<file path="src/rtl/rob_param_pkg.sv">
// Shared defaults and slot encodings for the parametrised reorder buffer.
// Every rob_param file imports this package.
package rob_param_pkg;

    localparam int TAG_BITS_DEF    = 5;
    localparam int ROB_ENTRIES_DEF = 2 ** TAG_BITS_DEF;
    localparam int DATA_WIDTH_DEF  = 64;
    localparam int REG_BITS_DEF    = 5;

    // Encoding of a slot's valid bit.
    localparam logic ROB_ENTRY_AVAILABLE = 1'b0;
    localparam logic ROB_ENTRY_OCCUPIED  = 1'b1;

endpackage : rob_param_pkg

</file>
<file path="src/rtl/rob_param_entry.sv">
// One reorder-buffer slot. It is written at dispatch and updated from the CDB.
// It is cleared when it retires or when the buffer is flushed.
module rob_param_entry
    import rob_param_pkg::*;
#(
    parameter int DATA_WIDTH = DATA_WIDTH_DEF,
    parameter int REG_BITS   = REG_BITS_DEF
) (
    input  logic                  i_clock,
    input  logic                  i_reset,
    input  logic                  i_alloc,
    input  logic [REG_BITS-1:0]   i_alloc_reg,
    input  logic                  i_cdb_wr,
    input  logic [DATA_WIDTH-1:0] i_cdb_value,
    input  logic                  i_cdb_mispredict,
    input  logic                  i_clear,
    output logic                  o_valid,
    output logic                  o_complete,
    output logic                  o_mispredict,
    output logic [REG_BITS-1:0]   o_dest_reg,
    output logic [DATA_WIDTH-1:0] o_value
);

    logic                  r_valid;
    logic                  r_complete;
    logic                  r_mispredict;
    logic [REG_BITS-1:0]   r_dest_reg;
    logic [DATA_WIDTH-1:0] r_value;

    // Clear wins over allocate, and allocate wins over the CDB.
    // A CDB write only lands on an occupied slot.
    always_ff @(posedge i_clock or posedge i_reset) begin
        if (i_reset) begin
            r_valid      <= ROB_ENTRY_AVAILABLE;
            r_complete   <= 1'b0;
            r_mispredict <= 1'b0;
            r_dest_reg   <= '0;
            r_value      <= '0;
        end else if (i_clear) begin
            r_valid      <= ROB_ENTRY_AVAILABLE;
            r_complete   <= 1'b0;
            r_mispredict <= 1'b0;
        end else if (i_alloc) begin
            r_valid      <= ROB_ENTRY_OCCUPIED;
            r_complete   <= 1'b0;
            r_mispredict <= 1'b0;
            r_dest_reg   <= i_alloc_reg;
        end else if (i_cdb_wr && (r_valid == ROB_ENTRY_OCCUPIED)) begin
            r_complete   <= 1'b1;
            r_mispredict <= i_cdb_mispredict;
            r_value      <= i_cdb_value;
        end
    end

    assign o_valid      = r_valid;
    assign o_complete   = r_complete;
    assign o_mispredict = r_mispredict;
    assign o_dest_reg   = r_dest_reg;
    assign o_value      = r_value;

endmodule : rob_param_entry

</file>
<file path="src/rtl/rob_param.sv">
// Circular reorder buffer. It allocates at the tail, completes entries from the CDB,
// and retires in order from the head. A mispredicted branch flushes the buffer when it retires.
module rob_param
    import rob_param_pkg::*;
#(
    parameter int ROB_ENTRIES = ROB_ENTRIES_DEF,
    parameter int TAG_BITS    = TAG_BITS_DEF,
    parameter int DATA_WIDTH  = DATA_WIDTH_DEF,
    parameter int REG_BITS    = REG_BITS_DEF
) (
    input  logic                  i_clock,
    input  logic                  i_reset,
    input  logic                  i_dispatch_valid,
    input  logic [REG_BITS-1:0]   i_dispatch_dest_reg,
    output logic [TAG_BITS-1:0]   o_dispatch_tag,
    output logic                  o_rob_full,
    output logic                  o_rob_empty,
    output logic [TAG_BITS:0]     o_rob_count,
    input  logic                  i_cdb_valid,
    input  logic [TAG_BITS-1:0]   i_cdb_tag,
    input  logic [DATA_WIDTH-1:0] i_cdb_value,
    input  logic                  i_cdb_mispredict,
    output logic                  o_retire_valid,
    output logic [TAG_BITS-1:0]   o_retire_tag,
    output logic [REG_BITS-1:0]   o_retire_reg,
    output logic [DATA_WIDTH-1:0] o_retire_value,
    output logic                  o_flush
);

    localparam logic [TAG_BITS:0] FULL_COUNT = (TAG_BITS + 1)'(ROB_ENTRIES);

    logic [TAG_BITS-1:0] r_head;
    logic [TAG_BITS-1:0] r_tail;
    logic [TAG_BITS:0]   r_count;

    logic [ROB_ENTRIES-1:0] w_valid;
    logic [ROB_ENTRIES-1:0] w_complete;
    logic [ROB_ENTRIES-1:0] w_mispredict;
    logic [REG_BITS-1:0]    w_dest_reg [ROB_ENTRIES];
    logic [DATA_WIDTH-1:0]  w_value    [ROB_ENTRIES];

    logic w_full;
    logic w_empty;
    logic w_retire;
    logic w_flush;
    logic w_dispatch;

    // Full is taken from the registered count, so a retire in the same cycle never opens a slot.
    assign w_full     = (r_count == FULL_COUNT);
    assign w_empty    = (r_count == '0);
    assign w_retire   = w_valid[r_head] & w_complete[r_head];
    assign w_flush    = w_retire & w_mispredict[r_head];
    assign w_dispatch = i_dispatch_valid & ~w_full & ~w_flush;

    for (genvar g = 0; g < ROB_ENTRIES; g++) begin : g_entry
        logic w_alloc;
        logic w_cdb_wr;
        logic w_clear;

        assign w_alloc  = w_dispatch && (r_tail == TAG_BITS'(g));
        assign w_cdb_wr = i_cdb_valid && (i_cdb_tag == TAG_BITS'(g)) && !w_flush;
        assign w_clear  = w_flush || (w_retire && (r_head == TAG_BITS'(g)));

        rob_param_entry #(
            .DATA_WIDTH (DATA_WIDTH),
            .REG_BITS   (REG_BITS)
        ) u_entry (
            .i_clock          (i_clock),
            .i_reset          (i_reset),
            .i_alloc          (w_alloc),
            .i_alloc_reg      (i_dispatch_dest_reg),
            .i_cdb_wr         (w_cdb_wr),
            .i_cdb_value      (i_cdb_value),
            .i_cdb_mispredict (i_cdb_mispredict),
            .i_clear          (w_clear),
            .o_valid          (w_valid[g]),
            .o_complete       (w_complete[g]),
            .o_mispredict     (w_mispredict[g]),
            .o_dest_reg       (w_dest_reg[g]),
            .o_value          (w_value[g])
        );
    end

    always_ff @(posedge i_clock or posedge i_reset) begin
        if (i_reset) begin
            r_head  <= '0;
            r_tail  <= '0;
            r_count <= '0;
        end else if (w_flush) begin
            r_head  <= '0;
            r_tail  <= '0;
            r_count <= '0;
        end else begin
            if (w_dispatch) begin
                r_tail <= r_tail + 1'b1;
            end
            if (w_retire) begin
                r_head <= r_head + 1'b1;
            end
            unique case ({w_dispatch, w_retire})
                2'b10:   r_count <= r_count + 1'b1;
                2'b01:   r_count <= r_count - 1'b1;
                default: r_count <= r_count;
            endcase
        end
    end

    assign o_dispatch_tag = r_tail;
    assign o_rob_full     = w_full;
    assign o_rob_empty    = w_empty;
    assign o_rob_count    = r_count;
    assign o_retire_valid = w_retire;
    assign o_retire_tag   = r_head;
    assign o_retire_reg   = w_dest_reg[r_head];
    assign o_retire_value = w_value[r_head];
    assign o_flush        = w_flush;

endmodule : rob_param

</file>
<file path="config.mk">
export PLATFORM = sky130hd
export DESIGN_NAME = rob_param
export DESIGN_NICKNAME = d
export VERILOG_FILES = /design/src/rtl/rob_param_pkg.sv /design/src/rtl/rob_param_entry.sv /design/src/rtl/rob_param.sv
export SDC_FILE = /design/constraint.sdc
export NUM_CORES = 2
export LEC_CHECK = 0
export CAP_MARGIN = 10
export CORE_ASPECT_RATIO = 1.2
export CORE_MARGIN = 4
export CORE_UTILIZATION = 57
export CTS_CLUSTER_SIZE = 30
export DETAILED_ROUTE_END_ITERATION = 10
export GPL_ROUTABILITY_DRIVEN = 0
export PLACE_DENSITY = 0.74
export RECOVER_POWER = 25
export SLEW_MARGIN = 40
export SYNTH_ARGS = -nofsm -noshare
export SYNTH_HDL_FRONTEND = slang
export SYNTH_SLANG_ARGS = --single-unit
</file>
<file path="constraint.sdc">
create_clock -name i_clock -period 155 [get_ports i_clock]
set_input_delay 38.75 -clock i_clock [delete_from_list [all_inputs] [get_ports i_clock]]
set_output_delay 38.75 -clock i_clock [all_outputs]
set_load 0.02 [all_outputs]
</file>
Yosys cells after proc, flatten, opt, wreduce, memory -nomap -nowiden
Index checks and enable logic that the tools add are counted.
{"block": "op_classes", "eq_ne": 96, "n_addsub": 4, "multipliers": 0, "muxes": 274, "n_div": 0, "shifts": 0, "magnitude_cmp": 2, "n_reduce_logical": 328, "bitwise": 71}
{"cell": "binary-select mux 64 bit (select 5 bit)", "n": 1}
{"cell": "two-way mux 1 bit", "n": 259}
{"cell": "== test 5 bit, second input constant", "n": 48}
{"cell": "logical AND 1 bit", "n": 160}
{"cell": "two-way mux 64 bit", "n": 2}
{"cell": "== test 5 x 4 -> 1 bit, second input constant", "n": 24}
{"cell": "nonzero test 3 bit", "n": 33}
{"cell": "AND reduction 3 bit", "n": 32}
{"cell": "nonzero test 2 bit", "n": 34}
{"cell": "inverter 1 bit", "n": 66}
{"cell": "AND reduction 2 bit", "n": 32}
{"cell": "== test 5 x 3 -> 1 bit, second input constant", "n": 12}
{"cell": "logical OR 1 bit", "n": 32}
{"cell": "== test 5 x 2 -> 1 bit, second input constant", "n": 6}
{"cell": "two-way mux 5 bit", "n": 6}
{"cell": "binary-select mux 5 bit (select 5 bit)", "n": 1}
{"cell": "binary-select mux 1 bit (select 5 bit)", "n": 3}
{"cell": "== test 5 x 1 -> 1 bit, second input constant", "n": 3}
{"cell": "zero test 5 bit", "n": 3}
{"cell": "one-hot mux 6 bit (2 select lines)", "n": 1}
{"cell": "adder 5 x 1 -> 5 bit, second input constant", "n": 2}
{"cell": "adder 6 x 1 -> 6 bit, second input constant", "n": 1}
{"cell": "== test 6 bit, second input constant", "n": 1}
{"cell": ">= comparator 6 bit, second input constant", "n": 1}
{"cell": "other kinds (9)", "n": 12}
{"block": "word_totals", "mem_bits_ro": 0, "out_inout_bits": 89, "mem_count": 0, "latch_bits": 0, "mem_bits_rw": 0, "reg_bits": 2320, "in_bits": 79}

Longest topological paths before layout
{"block": "logic_depth", "depth_word": 10, "depth_mapped": 18, "depth_no_buf": 14}

By module
From an unflattened synthesis, not the netlist that was laid out.
{"block": "unflattened", "cells_unflattened": 6511, "hier_area_um2": 115649.7}
{"module": "rob_param_entry", "area_each_um2": 2997.9, "seq_area_each_um2": 1801.7, "cells_each": 158, "instances": 32}
{"module": "rob_param", "area_each_um2": 19717.7, "seq_area_each_um2": 400.4, "cells_each": 1455, "instances": 1}

Least setup slack after synthesis
OpenSTA, ideal clock, no wires.
{"block": "synth_timing", "path_type": "register to output", "from": "reg r_head[1] (netlist: o_retire_tag[1])", "to": "out o_retire_value[38]", "required_ns": 116.250, "path_stages_with_launch": 12, "arrival_time_ns": 3.280, "n_path_buf": 7, "path_slack_ns": 112.970, "cell_sequence": "dfrtp_1 buf_4 buf_6 buf_6 buf_2 buf_1 clkbuf_1 buf_1 mux4_2 mux4_2 nand2_1 nand2_1"}
{"block": "synth_via", "elab_chain_cells": 4}
{"element": "from (decl)", "line": "rob_param.sv:32", "source": "logic [TAG_BITS-1:0] r_head;"}
{"element": "from (signal assigned)", "line": "rob_param.sv:98", "source": "r_head <= r_head + 1'b1;"}
{"element": "inverter 5 -> 6 bit (implied by the code)", "line": "rob_param.sv:115", "source": "assign o_retire_value = w_value[r_head];"}
{"element": "binary-select mux 64 bit (select 5 bit)", "line": "rob_param.sv:115"}
{"element": "two-way mux 64 bit (implied by the code) (2 in a row)", "line": "rob_param.sv:115"}
{"element": "to (decl)", "line": "rob_param.sv:26", "source": "output logic [DATA_WIDTH-1:0] o_retire_value,"}
No other way between the ends. The select of a mux whose other input is x is not followed.

Final worst setup path
{"block": "layout_timing", "from": "reg r_head[3] (netlist: o_retire_tag[3])", "to": "out o_flush"}
{"block": "layout_via", "elab_chain_cells": 4, "word_cells_on_any_way": 8}
{"element": "binary-select mux 1 bit (select 5 bit)", "line": "rob_param.sv:51", "source": "assign w_retire = w_valid[r_head] & w_complete[r_head];"}
{"element": "two-way mux 1 bit (implied by the code)", "line": "rob_param.sv:51"}
{"element": "bitwise AND 1 bit", "line": "rob_param.sv:51"}
{"element": "bitwise AND 1 bit *", "line": "rob_param.sv:52", "source": "assign w_flush = w_retire & w_mispredict[r_head];"}
{"element": "to (decl)", "line": "rob_param.sv:27", "source": "output logic o_flush"}
Every way passes the cells marked *; elsewhere a longest branch is shown, timed or not. The select of a mux whose other input is x is not followed.

==> metrics.md <==
| Metric | Value |
|---|---|
| Status | complete, but fails checks |
| Failing checks | capacitance limit, slew limit |
| Seq cells post-synth | 2,320 |
| I/O pin cnt | 168 |
| Vias post-DR | 60,000 |
| Layout Nets | 6,684 |
| Synth Flop Type | dfrtp_1 |
| Crit end category | output port |
| Setup crit start kind | flop |
| Critical Path Max Stage Delay | 5.36 ns |
| Vias in the first global route | 64,200 |
| Adder and majority gate portion of the synthesized area | 0.207% |
| Max frequency | 18.9 MHz |
| Mean Syn Cell Area | 15.9 sq um |
| Initial DRC count | 5,478 |
| Max reg flops | 2,048 |
| Core Util, Final | 63.1% |
| Buf/Inv on CP | 6 |
| Initial Util | 57.4% |
| EDFF count, synth | 0 |
| Hpwl dp | 150 mm |
| Filler Cell Count | 13,200 |
| Die ar. | 194,000 sq um |
| Sw Pwr | 0.530 mW |
| Largest net degree at the start of global routing | 167 |
| Post-Synth Simple-Gate Area | 2.56% |
| Max Cap Violations | 23 |
| TNS Setup | 0 ns |
| Crit path time final | 52.85 ns |
| Global-route wire length before repair | 420 mm |
| Met1 WL | 117 mm |
| Resized Gates After CTS | 0 |
| Reg power frac | 44.7% |
| Syn Inst Count | 6,688 |
| Clock slew at reported path FFs | 0.06 ns |
| CTS H-tree lvls | 4 |
| Global route overflow | 0 |
| Sw frac | 28.7% |
| CP Cell Sequence | clkbuf_1 > clkinvlp_2 > clkbuf_1 > clkbuf_1 > nand3_1 > and4_1 > or3_1 > o21ai_4 > inv_2 > clkdlybuf4s50_1 |
| Row count | 173 |
| Clock Sink Count | 2,320 |
| Pleak | 53.7 nW |
| Crit share post-route | 34.1% |
| Cell Area, Synth | 106,000 sq um |
| Slew @ Worst Pin | 5.90 ns |
| Distinct cells, synth | 74 |
| Placed cell count | 8,808 |
| Largest family of logic cells by synthesized area | multiplexers |
| Share of the synthesized area in the top cell type | 54.6% |
| Top cell type by total area after synthesis | dfrtp_1 |
| Fin cells | 9,231 |
| DR WL/cell | 30.0 um |
| Max layer used | met5 |
| Crit path required time | 116.25 ns |
| Overall die width | 402 um |
| Hold WS | 0.480 ns |
| Initial antenna violation count | 28 |
| CTS Buf Count | 224 |
| Die H | 481 um |
| Net Count, Synth | 6,784 |
| Crit Path Class | flop to output port |
| Crit path max fanout | 63 |
| Setup Buffers After CTS | 0 |
| Routed vias/inst | 6.50 |
| DR DRC count | 0 |
| RSZ-0062 raised after global routing | false |
| Area contributors post-synth | dfrtp_1 55%, mux2_2 21%, mux4_2 15% |
| Final setup fails | 0 |
| Ys async rst share | 100% |
| Sequential area share after synthesis | 54.6% |
| DP Worst Slack | 110.86 ns |
| Synth cell count leaders | 2,320 x dfrtp_1, 1,968 x mux2_2, 701 x mux4_2 |
| Metal2 WL | 133 mm |
| Mux cell area share after synthesis | 38.6% |
| Final Skew | 0.0373 ns |
| Compound-cell area share of the yosys netlist | 1.25% |
| Most frequent cell after synthesis | dfrtp_1 |
| Post-route setup slack | 102.15 ns |
| Post-Synth XOR/XNOR Area | 0.0576% |
| Area growth syn-to-layout | 9.95% |
| Synth warnings | 0 |
| Post-Route WL | 276 mm |
| Core Area | 186,000 sq um |
| Tot GR Track Use | 28.9% |
| Critical path arrival | 14.10 ns |
| CTS root buf | clkbuf_16 |
| Cts hold-fix bufs | 0 |
| Crit path max-delay cell type | clkinvlp_2 |
| Peak VDD IR | 0.0135 mV |
| Pre-antenna DRT Iters | 7 |
| Worst-case clock buffer depth | 3 |
| Comb pwr share | 25.8% |
| Worst min-delay path category | flop to flop |
| I/O Buffers | 167 |
| Fin. Hold Viols | 0 |
| Slew Viols, Final | 1,206 |
| Crit-path leading delay family | buffers and inverters |
| Internal | 1.32 mW |
| DR WL met3 | 18.4 mm |
| Pwr Density | 15.8 nW/um^2 |
| CP dominant cell by count | clkbuf_1 |
| Final ANT Viol Nets | 0 |
| Slew margin rel. | -295% |
| Clk_lat worst skew | 0.88 ns |
| Clock network fraction of total power | 29.6% |
| Share of post-route cells with drive strength above 1 | 48.2% |
| CTS tree | built |
final cells by class:
type / count / area, sq um / share of cell area [%]
Multi-Input combinational cell: 3701 / 45500 / 38.9
Tap cell: 2450 / 3070 / 2.62
Antenna cell: 13 / 32.5 / 0.0278
Clock inverter: 67 / 706 / 0.603
Inverter: 32 / 128 / 0.109
Sequential cell: 2320 / 58100 / 49.6
Timing Repair Buffer: 309 / 2830 / 2.42
Clock buffer: 339 / 6670 / 5.70
worst paths after layout:
kind | from | endpoint | slack [ns] | depth (start not counted)
worst max register to register | o_retire_tag[3] | g_entry[9].u_entry.o_value[41] | 139.81 | 14
worst max-delay path | o_retire_tag[3] | o_flush | 102.15 | 10
max in group asynchronous | i_reset | g_entry[18].u_entry.o_value[15] | 105.03 | 5
min in group asynchronous | i_reset | g_entry[22].u_entry.o_value[28] | 38.59 | 2
worst min-delay path | g_entry[6].u_entry.o_value[5] | g_entry[6].u_entry.o_value[5] | 0.48 | 1
worst min register to register | g_entry[6].u_entry.o_value[5] | g_entry[6].u_entry.o_value[5] | 0.48 | 1
through the flow:
step,area (sq um),total power [mW]
2_1_floorplan,106000,1.19
3_3_place_gp,110000,1.29
3_5_place_dp,110000,1.31
4_1_cts,117000,1.86
5_1_grt,117000,1.93
6_report,117000,1.85
power groups by stage:
stage,Combinational [mW],Sequential [mW],Clock (mW)
after floorplan,0.377,0.814,0
after global placement,0.463,0.825,0
after detailed placement,0.480,0.834,0
after CTS,0.481,0.824,0.555
after global routing,0.511,0.840,0.580
final,0.475,0.824,0.546
logic make-up (layout without fill, tap and decap cells):
logic type	count (synthesis)	after routing
mux	2946	2946
flops	2320	2320
buf+inv	667	747
simple gates	578	578
compound gates	153	153
fa+ha+maj	17	17
xor+xnor	7	7
other cells	0	13
routing by layer:
layer | vias to the layer above | track usage [%]
met5 | - | 0
met4 | 16 | 8.38
li1 | 24600 | -
met3 | 511 | 5.33
met2 | 1961 | 46.6
met1 | 32900 | 41.0
placed cells by master (no fill, tap or decap), types with 8 or more instances in the layout:
cell / n
dfrtp_1: 2316
mux2_2: 1956
mux4_2: 701
nand2_1: 262
mux2_1: 255
clkbuf_16: 226
nor2_1: 114
clkdlybuf4s50_1: 95
clkbuf_1: 75
buf_2: 70
clkbuf_8: 61
buf_4: 59
nor3_1: 44
clkinv_2: 42
nand3_1: 35
buf_6: 35
mux2i_1: 34
and3_1: 30
inv_1: 27
a21oi_1: 23
a2111oi_0: 19
o21ai_0: 17
buf_12: 17
ha_1: 15
a22oi_1: 14
diode_2: 13
nor4_1: 13
nor2b_1: 12
a211oi_1: 12
nor3_2: 10
o211ai_1: 9
nor3b_2: 9
buf_16: 8
Note: power is estimated with default switching activity, not from simulation.
